===== src/rtl/addsub_rr_scheduler_pkg.sv =====
// Shared types and constants for the round-robin
// scheduler in front of the add/sub datapath.
package addsub_rr_scheduler_pkg;

  typedef enum logic [1:0] {
    S_IDLE  = 2'd0,
    S_ISSUE = 2'd1,
    S_WAIT  = 2'd2,
    S_RESP  = 2'd3
  } state_t;

  localparam logic OP_ADD = 1'b0;
  localparam logic OP_SUB = 1'b1;

  function automatic int pw_of(input int r);
    return (r < 2) ? 1 : $clog2(r);
  endfunction

  localparam int R_DEF = 4;
  localparam int PW    = pw_of(R_DEF);

endpackage


===== src/rtl/addsub_rr_scheduler_rr_picker.sv =====
// Round-robin pick: first set request at or after
// the pointer, wrapping from R-1 back to 0.
module addsub_rr_scheduler_rr_picker
  import addsub_rr_scheduler_pkg::*;
#(
  parameter int R  = 4,
  parameter int PW = 2
) (
  input  logic [R-1:0]  req,
  input  logic [PW-1:0] ptr,
  output logic [PW-1:0] sel,
  output logic          any_req
);

  logic [2*R-1:0] dbl;
  logic [R-1:0]   rot;
  logic [PW:0]    off;
  logic [PW:0]    sum;

  always_comb begin
    dbl = {req, req} >> ptr;
    rot = dbl[R-1:0];
    off = '0;
    for (int i = R - 1; i >= 0; i--) begin
      if (rot[i]) off = (PW+1)'(i);
    end
    sum = {1'b0, ptr} + off;
    if (sum >= (PW+1)'(R)) sum = sum - (PW+1)'(R);
    sel     = sum[PW-1:0];
    any_req = |req;
  end

endmodule


===== src/rtl/addsub_rr_scheduler.sv =====
// Shares one add/sub datapath among R clients:
// grant, issue, wait for done (with timeout), respond.
module addsub_rr_scheduler
  import addsub_rr_scheduler_pkg::*;
#(
  parameter int N   = 4,
  parameter int R   = 4,
  parameter int TMO = 7
) (
  input  logic         clk,
  input  logic         rst,
  input  logic [R-1:0] req,
  input  logic [R*N-1:0] a_in,
  input  logic [R*N-1:0] b_in,
  input  logic [R-1:0] op_in,
  output logic [R-1:0] gnt,
  output logic [R-1:0] rsp_valid,
  output logic [N-1:0] rsp_sum,
  output logic         rsp_cout,
  output logic         rsp_err,
  output logic         busy,
  output logic         dp_rst,
  output logic [N-1:0] dp_A,
  output logic [N-1:0] dp_B,
  output logic         dp_addsub,
  output logic         dp_start,
  input  logic [N-1:0] dp_sum,
  input  logic         dp_cout,
  input  logic         dp_done
);

  localparam int PTRW = pw_of(R);

  state_t state, state_d;

  logic [PTRW-1:0] ptr, ptr_d;
  logic [PTRW-1:0] owner, owner_d;
  logic [PTRW-1:0] nxt, pick_ptr, sel;
  logic            any_req;
  logic [3:0]      cnt, cnt_d;

  logic [R-1:0] gnt_d, rsp_valid_d;
  logic [N-1:0] rsp_sum_d, dp_a_d, dp_b_d;
  logic         rsp_cout_d, rsp_err_d;
  logic         dp_addsub_d, dp_start_d;

  assign nxt = (owner == PTRW'(R - 1)) ? '0
             : owner + 1'b1;

  // RESP arbitrates from owner+1 so a waiting
  // client is granted in the very next cycle.
  assign pick_ptr = (state == S_RESP) ? nxt : ptr;

  addsub_rr_scheduler_rr_picker #(
    .R  (R),
    .PW (PTRW)
  ) u_pick (
    .req     (req),
    .ptr     (pick_ptr),
    .sel     (sel),
    .any_req (any_req)
  );

  always_comb begin
    state_d     = state;
    ptr_d       = ptr;
    owner_d     = owner;
    cnt_d       = cnt;
    gnt_d       = '0;
    rsp_valid_d = '0;
    rsp_sum_d   = rsp_sum;
    rsp_cout_d  = rsp_cout;
    rsp_err_d   = rsp_err;
    dp_a_d      = dp_A;
    dp_b_d      = dp_B;
    dp_addsub_d = dp_addsub;
    dp_start_d  = 1'b0;
    unique case (state)
      S_IDLE, S_RESP: begin
        state_d = S_IDLE;
        if (state == S_RESP) ptr_d = nxt;
        if (any_req) begin
          state_d     = S_ISSUE;
          owner_d     = sel;
          gnt_d[sel]  = 1'b1;
          dp_a_d      = a_in[int'(sel)*N +: N];
          dp_b_d      = b_in[int'(sel)*N +: N];
          dp_addsub_d = op_in[sel];
        end
      end
      S_ISSUE: begin
        dp_start_d = 1'b1;
        cnt_d      = '0;
        state_d    = S_WAIT;
      end
      S_WAIT: begin
        cnt_d = cnt + 4'd1;
        if (dp_done) begin
          rsp_sum_d          = dp_sum;
          rsp_cout_d         = dp_cout;
          rsp_err_d          = 1'b0;
          rsp_valid_d[owner] = 1'b1;
          state_d            = S_RESP;
        end else if (cnt_d == 4'(TMO)) begin
          rsp_sum_d          = '0;
          rsp_cout_d         = 1'b0;
          rsp_err_d          = 1'b1;
          rsp_valid_d[owner] = 1'b1;
          state_d            = S_RESP;
        end
      end
      default: state_d = S_IDLE;
    endcase
  end

  always_ff @(posedge clk) begin
    if (!rst) begin
      state     <= S_IDLE;
      ptr       <= '0;
      owner     <= '0;
      cnt       <= '0;
      gnt       <= '0;
      rsp_valid <= '0;
      rsp_sum   <= '0;
      rsp_cout  <= 1'b0;
      rsp_err   <= 1'b0;
      busy      <= 1'b0;
      dp_A      <= '0;
      dp_B      <= '0;
      dp_addsub <= 1'b0;
      dp_start  <= 1'b0;
    end else begin
      state     <= state_d;
      ptr       <= ptr_d;
      owner     <= owner_d;
      cnt       <= cnt_d;
      gnt       <= gnt_d;
      rsp_valid <= rsp_valid_d;
      rsp_sum   <= rsp_sum_d;
      rsp_cout  <= rsp_cout_d;
      rsp_err   <= rsp_err_d;
      busy      <= (state_d != S_IDLE);
      dp_A      <= dp_a_d;
      dp_B      <= dp_b_d;
      dp_addsub <= dp_addsub_d;
      dp_start  <= dp_start_d;
    end
  end

  always_ff @(posedge clk) begin
    dp_rst <= ~rst;
  end

endmodule


===== config.mk =====
export PLATFORM = sky130hd
export DESIGN_NAME = addsub_rr_scheduler
export DESIGN_NICKNAME = d
export VERILOG_FILES = /design/src/rtl/addsub_rr_scheduler_pkg.sv /design/src/rtl/addsub_rr_scheduler_rr_picker.sv /design/src/rtl/addsub_rr_scheduler.sv
export SDC_FILE = /design/constraint.sdc
export NUM_CORES = 1
export LEC_CHECK = 0
export CORE_MARGIN = 2
export CORE_UTILIZATION = 65
export DETAILED_ROUTE_END_ITERATION = 8
export DONT_BUFFER_PORTS = 1
export PLACE_DENSITY = 0.81
export SLEW_MARGIN = 25
export SYNTH_ARGS = -nofsm -noshare
export SYNTH_HDL_FRONTEND = slang
export SYNTH_SLANG_ARGS = --single-unit
export TNS_END_PERCENT = 10

===== constraint.sdc =====
create_clock -name clk -period 9 [get_ports clk]
set_input_delay 1.8 -clock clk [delete_from_list [all_inputs] [get_ports clk]]
set_output_delay 1.8 -clock clk [all_outputs]
set_load 0.01 [all_outputs]

## Word-level counts from Yosys, hierarchy flattened

Index checks and enable logic that the tools add are counted.

| word-level totals | value |
|---|---|
| output and inout bits | 26 |
| logic and storage cells | 72 |
| bits of input ports | 48 |
| register bits after elaboration | 36 |

| cells by class | value |
|---|---|
| eq/ne operators | 5 |
| magnitude comparators | 5 |
| reduce and logical (&&, ||, !) cells | 12 |
| add/subtract/negate cells | 4 |
| bitwise gates (word level) | 1 |
| multiplexer cells | 27 |
| shift operators | 3 |

Operators with widths:

| kind | count |
|---|---|
| variable part select 16 x 5 -> 4 bit | 2 |
| two-way mux 2 bit | 9 |
| two-way mux 4 bit | 4 |
| two-way mux 1 bit | 9 |
| case mux 4 bit (2 select lines) | 1 |
| >> shifter 8 x 2 -> 4 bit | 1 |
| equality test 2 bit (second input constant) | 3 |
| less-than comparator 2 x 3 -> 1 bit (second input constant) | 2 |
| case mux 2 bit (3 select lines) | 1 |
| AND reduction 2 bit | 3 |
| nonzero test 2 bit | 3 |
| adder 4 x 1 -> 4 bit (second input constant) | 1 |
| demux 1 bit (select 2 bit) | 2 |
| equality test 4 x 3 -> 1 bit (second input constant) | 1 |
| greater-or-equal comparator 2 x 1 -> 1 bit (second input constant) | 2 |
| OR reduction 4 bit | 1 |
| adder 2 x 2 -> 3 bit | 1 |
| greater-or-equal comparator 3 bit (second input constant) | 1 |
| AND reduction 3 bit | 1 |
| adder 2 x 1 -> 2 bit (second input constant) | 1 |
| binary-select mux 1 bit (select 2 bit) | 1 |
| equality test 2 x 1 -> 1 bit (second input constant) | 1 |
| logical AND 1 bit | 2 |
| logical NOT 2 bit | 1 |
| other kinds (3) | 3 |

## Logic depth before layout (Yosys ltp)

Gate-level depths: netlist of the first run.

| depth | value |
|---|---|
| depth in word-level cells | 15 |
| gate-level depth with buffers | 15 |
| depth with buffers taken out | 13 |

## Modules after synthesis

From an unflattened synthesis of the first run, not the netlist that was laid out.

| second synthesis, totals | value |
|---|---|
| cell total of the unflattened synthesis | 211 |
| area, all modules | 1944.4 µm² |

By module, submodules not included:

| module | sequential area each (µm²) | area an instance (µm²) | cells an instance | times used |
|---|---|---|---|---|
| addsub_rr_scheduler | 720.7 | 1783.0 | 189 | 1 |
| addsub_rr_scheduler_rr_picker | 0.0 | 161.4 | 22 | 1 |

## Worst setup path after synthesis of the first run

OpenSTA, ideal clock, no wires.

| path | value |
|---|---|
| path kind | input port to flip-flop |
| start | input port req[3] |
| end | register dp_A[1] |
| setup time | 0.150 ns |
| setup slack | 4.899 ns |
| required time | 8.850 ns |
| path buffers | 3 |
| stages on the path | 12 |
| arrival time | 3.951 ns |
| path through | clkbuf_1 a2bb2oi_1 o32ai_1 nor2_1 a21oi_1 ha_1 clkbuf_1 clkbuf_1 mux2i_1 nor2_1 o2111ai_1 o311ai_4 |

| on the way | value |
|---|---|
| cells in the longest elaborated chain, start to end | 9 |
| elaborated cells between the ends (all ways) | 12 |
| classes of those cells | add/sub: 2; order compare: 1; shift: 2; mux: 5; reduce/logical: 2 |

Ends and longest elaborated chain:

| what | line | text |
|---|---|---|
| start: declaration | addsub_rr_scheduler.sv:12 | `input logic [R-1:0] req,` |
| >> shifter 8 x 2 -> 4 bit (*) | addsub_rr_scheduler_rr_picker.sv:21 | `dbl = {req, req} >> ptr;` |
| two-way mux 2 bit (3 in a row) | addsub_rr_scheduler_rr_picker.sv:25 | `if (rot[i]) off = (PW+1)'(i);` |
| two-way mux 2 bit (*) | addsub_rr_scheduler_rr_picker.sv:25 |  |
| adder 2 x 2 -> 3 bit (*) | addsub_rr_scheduler_rr_picker.sv:27 | `sum = {1'b0, ptr} + off;` |
| greater-or-equal comparator 3 bit / subtractor 2 x 1 -> 2 bit (equally long branches) | addsub_rr_scheduler_rr_picker.sv:28 | `if (sum >= (PW+1)'(R)) sum = sum - (PW+1)'(R);` |
| two-way mux 2 bit (*) | addsub_rr_scheduler_rr_picker.sv:28 |  |
| named net sel[0] | addsub_rr_scheduler.sv:38 | `logic [PTRW-1:0] nxt, pick_ptr, sel;` |
| variable part select 16 x 5 -> 4 bit (*) | addsub_rr_scheduler.sv:86 | `dp_a_d = a_in[int'(sel)*N +: N];` |
| end signal: assignment | addsub_rr_scheduler.sv:143 | `dp_A <= dp_a_d;` |
| end: declaration | addsub_rr_scheduler.sv:23 | `output logic [N-1:0] dp_A,` |

Mark *: on every way through the listed nets, which the timed path passes. The rest lies on a longest branch.
A chain may end at the register's enable or synchronous reset.

## Worst setup path after layout of the first run

| path | value |
|---|---|
| start | input port req[0] |
| end | register dp_A[3] |

| on the way | value |
|---|---|
| cells in the longest elaborated chain, start to end | 9 |
| elaborated cells between the ends (all ways) | 12 |
| classes of those cells | add/sub: 2; order compare: 1; shift: 2; mux: 5; reduce/logical: 2 |

Ends and longest elaborated chain:

| what | line |
|---|---|
| >> shifter 8 x 2 -> 4 bit | addsub_rr_scheduler_rr_picker.sv:21 |
| two-way mux 2 bit (4 in a row) | addsub_rr_scheduler_rr_picker.sv:25 |
| adder 2 x 2 -> 3 bit | addsub_rr_scheduler_rr_picker.sv:27 |
| greater-or-equal comparator 3 bit / subtractor 2 x 1 -> 2 bit (equally long branches) | addsub_rr_scheduler_rr_picker.sv:28 |
| two-way mux 2 bit | addsub_rr_scheduler_rr_picker.sv:28 |
| variable part select 16 x 5 -> 4 bit | addsub_rr_scheduler.sv:86 |

Several ways; a longest one is shown, not always the timed one.

==> results of run 1 <==
-- final cells by class --
class                           instances  area [um^2]
Inverter                               10         37.5
Fill cell                             243          930
Sequential cell                        36          721
Clock buffer                            6         41.3
Clock inverter                          2         35.0
Multi-Input combinational cell        159         1210
Tap cell                               44         55.1
-- worst reg2reg max path: cells and delay by family, from the launching register on --
family | cells | cell delay, ps
compound gates | 6 | 1400
fa+ha+maj | 2 | 500
buf+inv | 2 | 180
flops | 1 | 440
mux | 1 | 480
simple gates | 2 | 420
-- worst paths after layout --
path,end,slack [ps]
max reg2reg,dp_A[3]$_SDFFE_PN0P_,5470
min reg2reg,rsp_cout$_SDFFE_PN0P_,530
min,rsp_cout$_SDFFE_PN0P_,530
max,dp_A[3]$_SDFFE_PN0P_,5330
-- power by group through the flow --
| stage | clock [mW] | combinational (mW) | sequential (mW) |
|---|---|---|---|
| CTS | 0.114 | 0.133 | 0.199 |
| floorplan | 0 | 0.119 | 0.198 |
| global placement | 0 | 0.126 | 0.201 |
| detailed placement | 0 | 0.132 | 0.202 |
| finish | 0.113 | 0.132 | 0.198 |
| global route | 0.122 | 0.144 | 0.201 |
-- cell usage after synthesis (3+ instances only) --
library cell,n
sky130_fd_sc_hd__dfxtp_1,36
sky130_fd_sc_hd__nor2_1,24
sky130_fd_sc_hd__nand2_1,20
sky130_fd_sc_hd__mux2i_1,19
sky130_fd_sc_hd__a21oi_1,11
sky130_fd_sc_hd__ha_1,10
sky130_fd_sc_hd__o21ai_0,10
sky130_fd_sc_hd__inv_1,9
sky130_fd_sc_hd__o2111ai_1,9
sky130_fd_sc_hd__clkbuf_1,8
sky130_fd_sc_hd__and2_1,5
sky130_fd_sc_hd__and3_1,5
sky130_fd_sc_hd__nand2b_1,5
sky130_fd_sc_hd__o311ai_4,5
sky130_fd_sc_hd__buf_1,4
sky130_fd_sc_hd__nor3_1,4
sky130_fd_sc_hd__o311ai_1,4
sky130_fd_sc_hd__a211oi_1,3
sky130_fd_sc_hd__buf_6,3
-- stage by stage --
step,utilization,instance area [um^2],hold WS [ps]
6_report,0.693,2100,532
5_1_grt,0.693,2100,552
4_1_cts,0.692,2100,530
3_5_place_dp,0.667,2020,506
3_3_place_gp,0.667,2020,484
2_1_floorplan,-,2050,472
-- logic make-up after synthesis --
logic type                 Yosys count  share of synthesized area
and+or+nand+nor                     72                      0.169
AOI/OAI and AO/OA                   57                      0.255
DFF                                 36                      0.352
buffers and inverters               26                     0.0592
muxes                               20                      0.104
adders and majority gates           10                     0.0611
-- sequential cells by signal, summed over array words and instances, names as in the netlist, 2 cells and up --
signal	cells
ptr	2
state	2
dp_B	4
cnt	4
rsp_sum	4
dp_A	4
gnt	4
owner	2
rsp_valid	4
-- metal layers --
layer | global-route usage | vias up | wire length [um]
li1 | - | 779 | -
met1 | 0.286 | 750 | 1670
met3 | 0.0931 | 7 | 296
met4 | 0.114 | 0 | 66
met2 | 0.457 | 65 | 2350
met5 | 0 | - | 0
==> implementation parameters, run 1 <==
Parameter                              Value

Floorplanning
  Die Width ... 60.1 um
  Core box area ... 3030 um^2
  Total number of placement rows ... 20
  Starting density of the core ... 0.676
  Area of the die ... 3620 um^2
  Die extent in y ... 60.1 um
  I/O pin total ... 74

Finish
  Fraction of final layout cells sized beyond drive strength 1 ... 0.0986
  Most frequent cells in the layout ... sky130_fd_sc_hd__dfxtp_1 (36), sky130_fd_sc_hd__nor2_1 (24), sky130_fd_sc_hd__nand2_1 (20)
  Synth-to-layout area growth ... 2.44%
  Most common cell after layout, fill and taps aside ... sky130_fd_sc_hd__dfxtp_1
  Finished Layout Cells ... 257
  Diodes inserted ... 0
  Post-layout nets ... 270

Place
  Worst-case setup slack after placement ... 4830 ps
  Number of cells after detailed placement ... 249
  Placed wire-length estimate after detailed placement ... 3290 um
  Final GP Congestion ... 0.830
  Number of input and output port buffers inserted ... 0

Power
  Proportion of power drawn by combinational gates ... 0.298
  Final Total Pwr ... 442 uW
  Power per Cell Area ... 211 nW/um^2
  Switching portion of total power ... 0.338
  Static power due to leakage ... 0.844 nW
  Sw power ... 150 uW
  Max IR drop VDD ... 0.000117 V
  Internal power of the cells ... 293 uW
  Clock network fraction of design power ... 0.254
  Portion of total power attributed to sequential cells ... 0.448

Detailed routing
  Post-route DRC ... 0
  Starting DRT DRC Count ... 94
  Overall routed net length ... 4380 um
  DRT Pass-1 Iters ... 4
  Remaining number of nets flagged by the antenna check after routing ... 0
  Vias per std cell ... 6.23
  Routed wire length per instance ... 17.0 um
  Vias post-DR ... 1,601

Critical path
  Longest individual stage delay on the worst path ... 340 ps
  Max FO, Critical Path ... 14
  Kind of capture point of the worst setup path ... register
  Startpoint of the lowest-slack register-to-register path ... owner[0]$_SDFFE_PN0P_
  Required time at the endpoint of the critical path ... 9240 ps
  CP startpoint kind ... input port
  Cell depth of the worst setup path ... 10
  Number of buffers and inverters on the critical path ... 2
  Crit Path Class ... in -> reg
  Number of cells on the worst reg-to-reg path ... 13
  CP Cell Sequence ... inv_2 > o32ai_1 > nor2_1 > a21oi_1 > ha_2 > inv_1 > or3_1 > o32a_1 > o211a_4 > o311ai_1
  Signal arrival time at the worst endpoint ... 3910 ps
  Worst-path cell with the longest stage delay ... sky130_fd_sc_hd__o32a_1
  Top delay family on crit path ... compound AO/OA/AOI/OAI gates
  Worst setup path startpoint ... req[0]

STA
  Period Utilization, post-route ... 0.407
  Final setup skew ... 6.22 ps
  Number of pins exceeding their max-slew limit in the final report ... 0
  Unrepaired setup endpoints after global routing ... false
  Min Clock Period, post-route ... 3670 ps
  Finish-stage setup viols ... 0
  Sum of negative setup slack ... 0 ps
  Max Freq ... 273 MHz
  Actual transition at the worst max-transition pin ... 631 ps
  Hold Fails Final Rpt ... 0
  Final worst-path setup slack ... 5330 ps
  Worst slew slack as a fraction of its limit ... 0.574

Yosys
  Top post-synthesis cells by area ... sky130_fd_sc_hd__dfxtp_1 (35%), sky130_fd_sc_hd__mux2i_1 (9.3%), sky130_fd_sc_hd__o311ai_4 (6.4%)
  EDFF count, synth ... 0
  Cell area after synthesis ... 2050 um^2
  Share of Yosys cell area claimed by the top area cell type ... 0.352
  Avg Synthesized Cell Area ... 9.27 um^2
  Total nets after synthesis ... 279
  Total of flip-flops plus latches after synthesis ... 36
  Most used flip-flop cell after synthesis ... sky130_fd_sc_hd__dfxtp_1
  Gate Count Post-Synth ... 221
  Share of synthesized area occupied by flip-flops and latches ... 0.352
  Synth warnings ... 0
  Fraction of registers with async set or reset after synthesis ... 0
  Post-synthesis cell type count ... 42
  Yosys top cell by area ... sky130_fd_sc_hd__dfxtp_1

CTS
  Clock insertion delay at the later pin of the skew report ... 340 ps
  Number of buffers inserted during clock tree synthesis ... 5
  Number of hold buffers added after CTS ... 0
  Total of cells resized after clock tree synthesis ... 0
  CTS tree ... done
  Setup Buffers After CTS ... 0
  CTS Root Buffer Type ... sky130_fd_sc_hd__clkbuf_4
  Maximum clock path buffer count ... 2
  Clock transition at the register clock pins on the worst setup and hold paths after CTS ... 110 ps
  Number of H-tree branching levels ... 2
  Clock tree sinks ... 36

GRT
  Number of global-route vias before repair ... 1,570
  Remaining global-route overflow ... 0
  First-pass GRT wire length ... 7010 um
  Global Route Usage Sum ... 0.263
  Pin count of the biggest net entering global routing ... 23
  Initial antenna violation count ... 0

Outcome
  Status ... completed

Hold path
  Path class of the lowest-slack min-delay path ... reg -> reg
  Hold-critical path depth ... 2
  Worst min-delay path startpoint ... rsp_cout$_SDFFE_PN0P_

Job
  Max-Cap Viols ... 0
(Power assumes the default switching activity.)
==> run 2, diff against run 1 <==
--- a/config.mk
+++ b/config.mk
@@ -6,10 +6,10 @@
 export NUM_CORES = 1
 export LEC_CHECK = 0
 export CORE_MARGIN = 2
-export CORE_UTILIZATION = 65
+export CORE_UTILIZATION = 63
 export DETAILED_ROUTE_END_ITERATION = 8
 export DONT_BUFFER_PORTS = 1
-export PLACE_DENSITY = 0.81
+export PLACE_DENSITY = 0.79
 export SLEW_MARGIN = 25
 export SYNTH_ARGS = -nofsm -noshare
 export SYNTH_HDL_FRONTEND = slang
==> constraint.sdc (replaced) <==
create_clock -name clk -period 3.8 [get_ports clk]
set_input_delay 0.76 -clock clk [delete_from_list [all_inputs] [get_ports clk]]
set_output_delay 0.76 -clock clk [all_outputs]
set_load 0.01 [all_outputs]
==> run 2 against run 1 <==
  * Final cell count rose by 0.39%
  * Worst setup slack got worse by 4900 ps
  * Clock power rose by 140%
  * Sequential share of layout area fell by 0.14 points
  * First-iteration DRC count fell by 21%
  * Largest cell class unchanged
==> implementation parameters, run 2 (synthesis results as in run 1) <==
Parameter                              Value

GRT
  Pin count of the biggest net entering global routing ... 23 (unchanged)
  First-pass GRT wire length ... 6560 um (-6.5%)
  Number of global-route vias before repair ... 1,455 (-7.3%)
  Global Route Usage Sum ... 0.236 (-0.0267)
  Remaining global-route overflow ... 0 (unchanged)
  Initial antenna violation count ... 0 (unchanged)

Finish
  Most common cell after layout, fill and taps aside ... sky130_fd_sc_hd__dfxtp_1
  Fillcell total ... 252 (+3.7%)
  Finished Layout Cells ... 258 (+0.39%)
  Final instance area ... 2110 um^2 (+0.42%)
  Most frequent cells in the layout ... sky130_fd_sc_hd__dfxtp_1 (36), sky130_fd_sc_hd__nor2_1 (24), sky130_fd_sc_hd__nand2_1 (20)
  Fraction of final layout cells sized beyond drive strength 1 ... 0.103 (+0.00421)
  Synth-to-layout area growth ... 2.87%
  Post-layout nets ... 271 (+0.37%)
  Fin util ... 0.685 (-0.00842)
  Diodes inserted ... 0 (unchanged)

Hold path
  Path class of the lowest-slack min-delay path ... reg -> reg

STA
  Unrepaired setup endpoints after global routing ... false
  Hold Fails Final Rpt ... 0 (unchanged)
  Worst slew slack as a fraction of its limit ... 0.629 (+0.0548)
  Min Clock Period, post-route ... 3320 ps
  Period Utilization, post-route ... 0.873
  Max Freq ... 302 MHz
  Worst hold margin ... 515 ps (-16.7 ps)
  Sum of negative setup slack ... 0 ps (unchanged)
  Number of pins exceeding their max-slew limit in the final report ... 0 (unchanged)
  Final setup skew ... 8.35 ps (+2.13 ps)
  Finish-stage setup viols ... 0 (unchanged)
  Actual transition at the worst max-transition pin ... 541 ps (-89.4 ps)

Floorplanning
  Die extent in y ... 61.0 um (+1.5%)
  Die Width ... 61.0 um (+1.5%)
  I/O pin total ... 74 (unchanged)
  Starting density of the core ... 0.665 (-0.0110)
  Area of the die ... 3720 um^2 (+3.0%)
  Total number of placement rows ... 20 (unchanged)
  Core box area ... 3080 um^2 (+1.7%)

CTS
  CTS Root Buffer Type ... sky130_fd_sc_hd__clkbuf_4
  Number of hold buffers added after CTS ... 0 (unchanged)
  CTS tree ... done
  Clock transition at the register clock pins on the worst setup and hold paths after CTS ... 120 ps (about the same)
  Maximum clock path buffer count ... 2 (unchanged)
  Number of H-tree branching levels ... 2 (unchanged)
  Setup Buffers After CTS ... 0 (unchanged)
  Number of buffers inserted during clock tree synthesis ... 5 (unchanged)
  Clock insertion delay at the later pin of the skew report ... 340 ps (about the same)
  Clock tree sinks ... 36 (unchanged)
  Total of cells resized after clock tree synthesis ... 0 (unchanged)

Place
  Number of cells after detailed placement ... 250 (+0.40%)
  Placed wire-length estimate after detailed placement ... 3030 um (-8.0%)
  DP Area ... 2030 um^2 (+0.37%)
  Final GP Congestion ... 0.781 (-5.9%)
  Number of input and output port buffers inserted ... 0 (unchanged)

Critical path
  Signal arrival time at the worst endpoint ... 3560 ps (-350 ps)
  Required time at the endpoint of the critical path ... 4040 ps (-5200 ps)
  CP startpoint kind ... register
  Kind of capture point of the worst setup path ... register
  Crit Path Class ... reg -> reg
  Max FO, Critical Path ... 14 (unchanged)

Detailed routing
  Routed wire length per instance ... 15.7 um (-8.0%)
  Post-route DRC ... 0 (unchanged)
  DRT Pass-1 Iters ... 4 (unchanged)
  Overall routed net length ... 4040 um (-7.7%)
  Remaining number of nets flagged by the antenna check after routing ... 0 (unchanged)
  Vias post-DR ... 1,588 (-0.81%)
  Starting DRT DRC Count ... 74 (-21%)
  Vias per std cell ... 6.16 (-1.2%)

Outcome
  Status ... completed

Power
  Max IR drop VDD ... 0.000347 V (+200%)
  Power per Cell Area ... 498 nW/um^2 (+140%)
  Static power due to leakage ... 0.850 nW (+0.70%)

Job
  Max-Cap Viols ... 0 (unchanged)
[run 2: cell types whose count changed in the layout (fill, tap and decap cells not counted)]
| cell | delta |
|---|---|
| sky130_fd_sc_hd__clkbuf_1 | -1 |
| sky130_fd_sc_hd__ha_2 | -1 |
| sky130_fd_sc_hd__buf_4 | +1 |
| sky130_fd_sc_hd__clkinvlp_4 | +1 |
| sky130_fd_sc_hd__ha_1 | +1 |
[run 2: area by class of cell]
cell class | count | area [um^2] | share of cell area
Timing Repair Buffer | 1 | 7.51 | 0.00356
Inverter | 10 | 37.5 | 0.0178
Clock inverter | 3 | 42.5 | 0.0202
Multi-Input combinational cell | 159 | 1210 | 0.572
Tap cell | 44 | 55.1 | 0.0261
Clock buffer | 5 | 37.5 | 0.0178
Sequential cell | 36 | 721 | 0.342
[run 2: path summary, 6_finish.rpt]
kind / from / endpoint / slack (ps) / depth (start not counted)
worst min-delay path: ptr[0]$_SDFFE_PN0N_ / ptr[0]$_SDFFE_PN0N_ / 520 / 2
worst max-delay path: owner[0]$_SDFFE_PN0P_ / dp_A[0]$_SDFFE_PN0P_ / 480 / 13
worst min register to register: ptr[0]$_SDFFE_PN0N_ / ptr[0]$_SDFFE_PN0N_ / 520 / 2
worst max register to register: owner[0]$_SDFFE_PN0P_ / dp_A[0]$_SDFFE_PN0P_ / 480 / 13
[run 2: power breakdown]
group	total (mW)	switching, mW	internal (mW)
sequential	0.470	0.0479	0.422
combinational	0.311	0.177	0.133
clock	0.270	0.132	0.137
total	1.05	0.358	0.692
[run 2: layer usage]
metal  wire length, um  global-route usage
met1              1810               0.317
met2              1850               0.362
met3               347              0.0882
met4                31              0.0590
met5                 0                   0
[run 2: critical path, stage by stage, from the launching register on]
cell and delay (ps):
sky130_fd_sc_hd__dfxtp_1 430, sky130_fd_sc_hd__inv_1 90, sky130_fd_sc_hd__ha_1 320, sky130_fd_sc_hd__mux2i_1 460, sky130_fd_sc_hd__a2bb2oi_1 140, sky130_fd_sc_hd__o32ai_1 140, sky130_fd_sc_hd__nor2_1 80, sky130_fd_sc_hd__a21oi_1 130
sky130_fd_sc_hd__ha_1 160, sky130_fd_sc_hd__inv_1 80, sky130_fd_sc_hd__or3_1 320, sky130_fd_sc_hd__o32a_1 320, sky130_fd_sc_hd__o211a_4 290, sky130_fd_sc_hd__o311ai_1 280
[run 2: stage by stage]
step                setup WS, ps  power, mW
global placement             714      0.773
global route                 145       1.11
CTS                          530       1.05
detailed placement           539      0.788
floorplan                    617      0.751
finish                       484       1.05
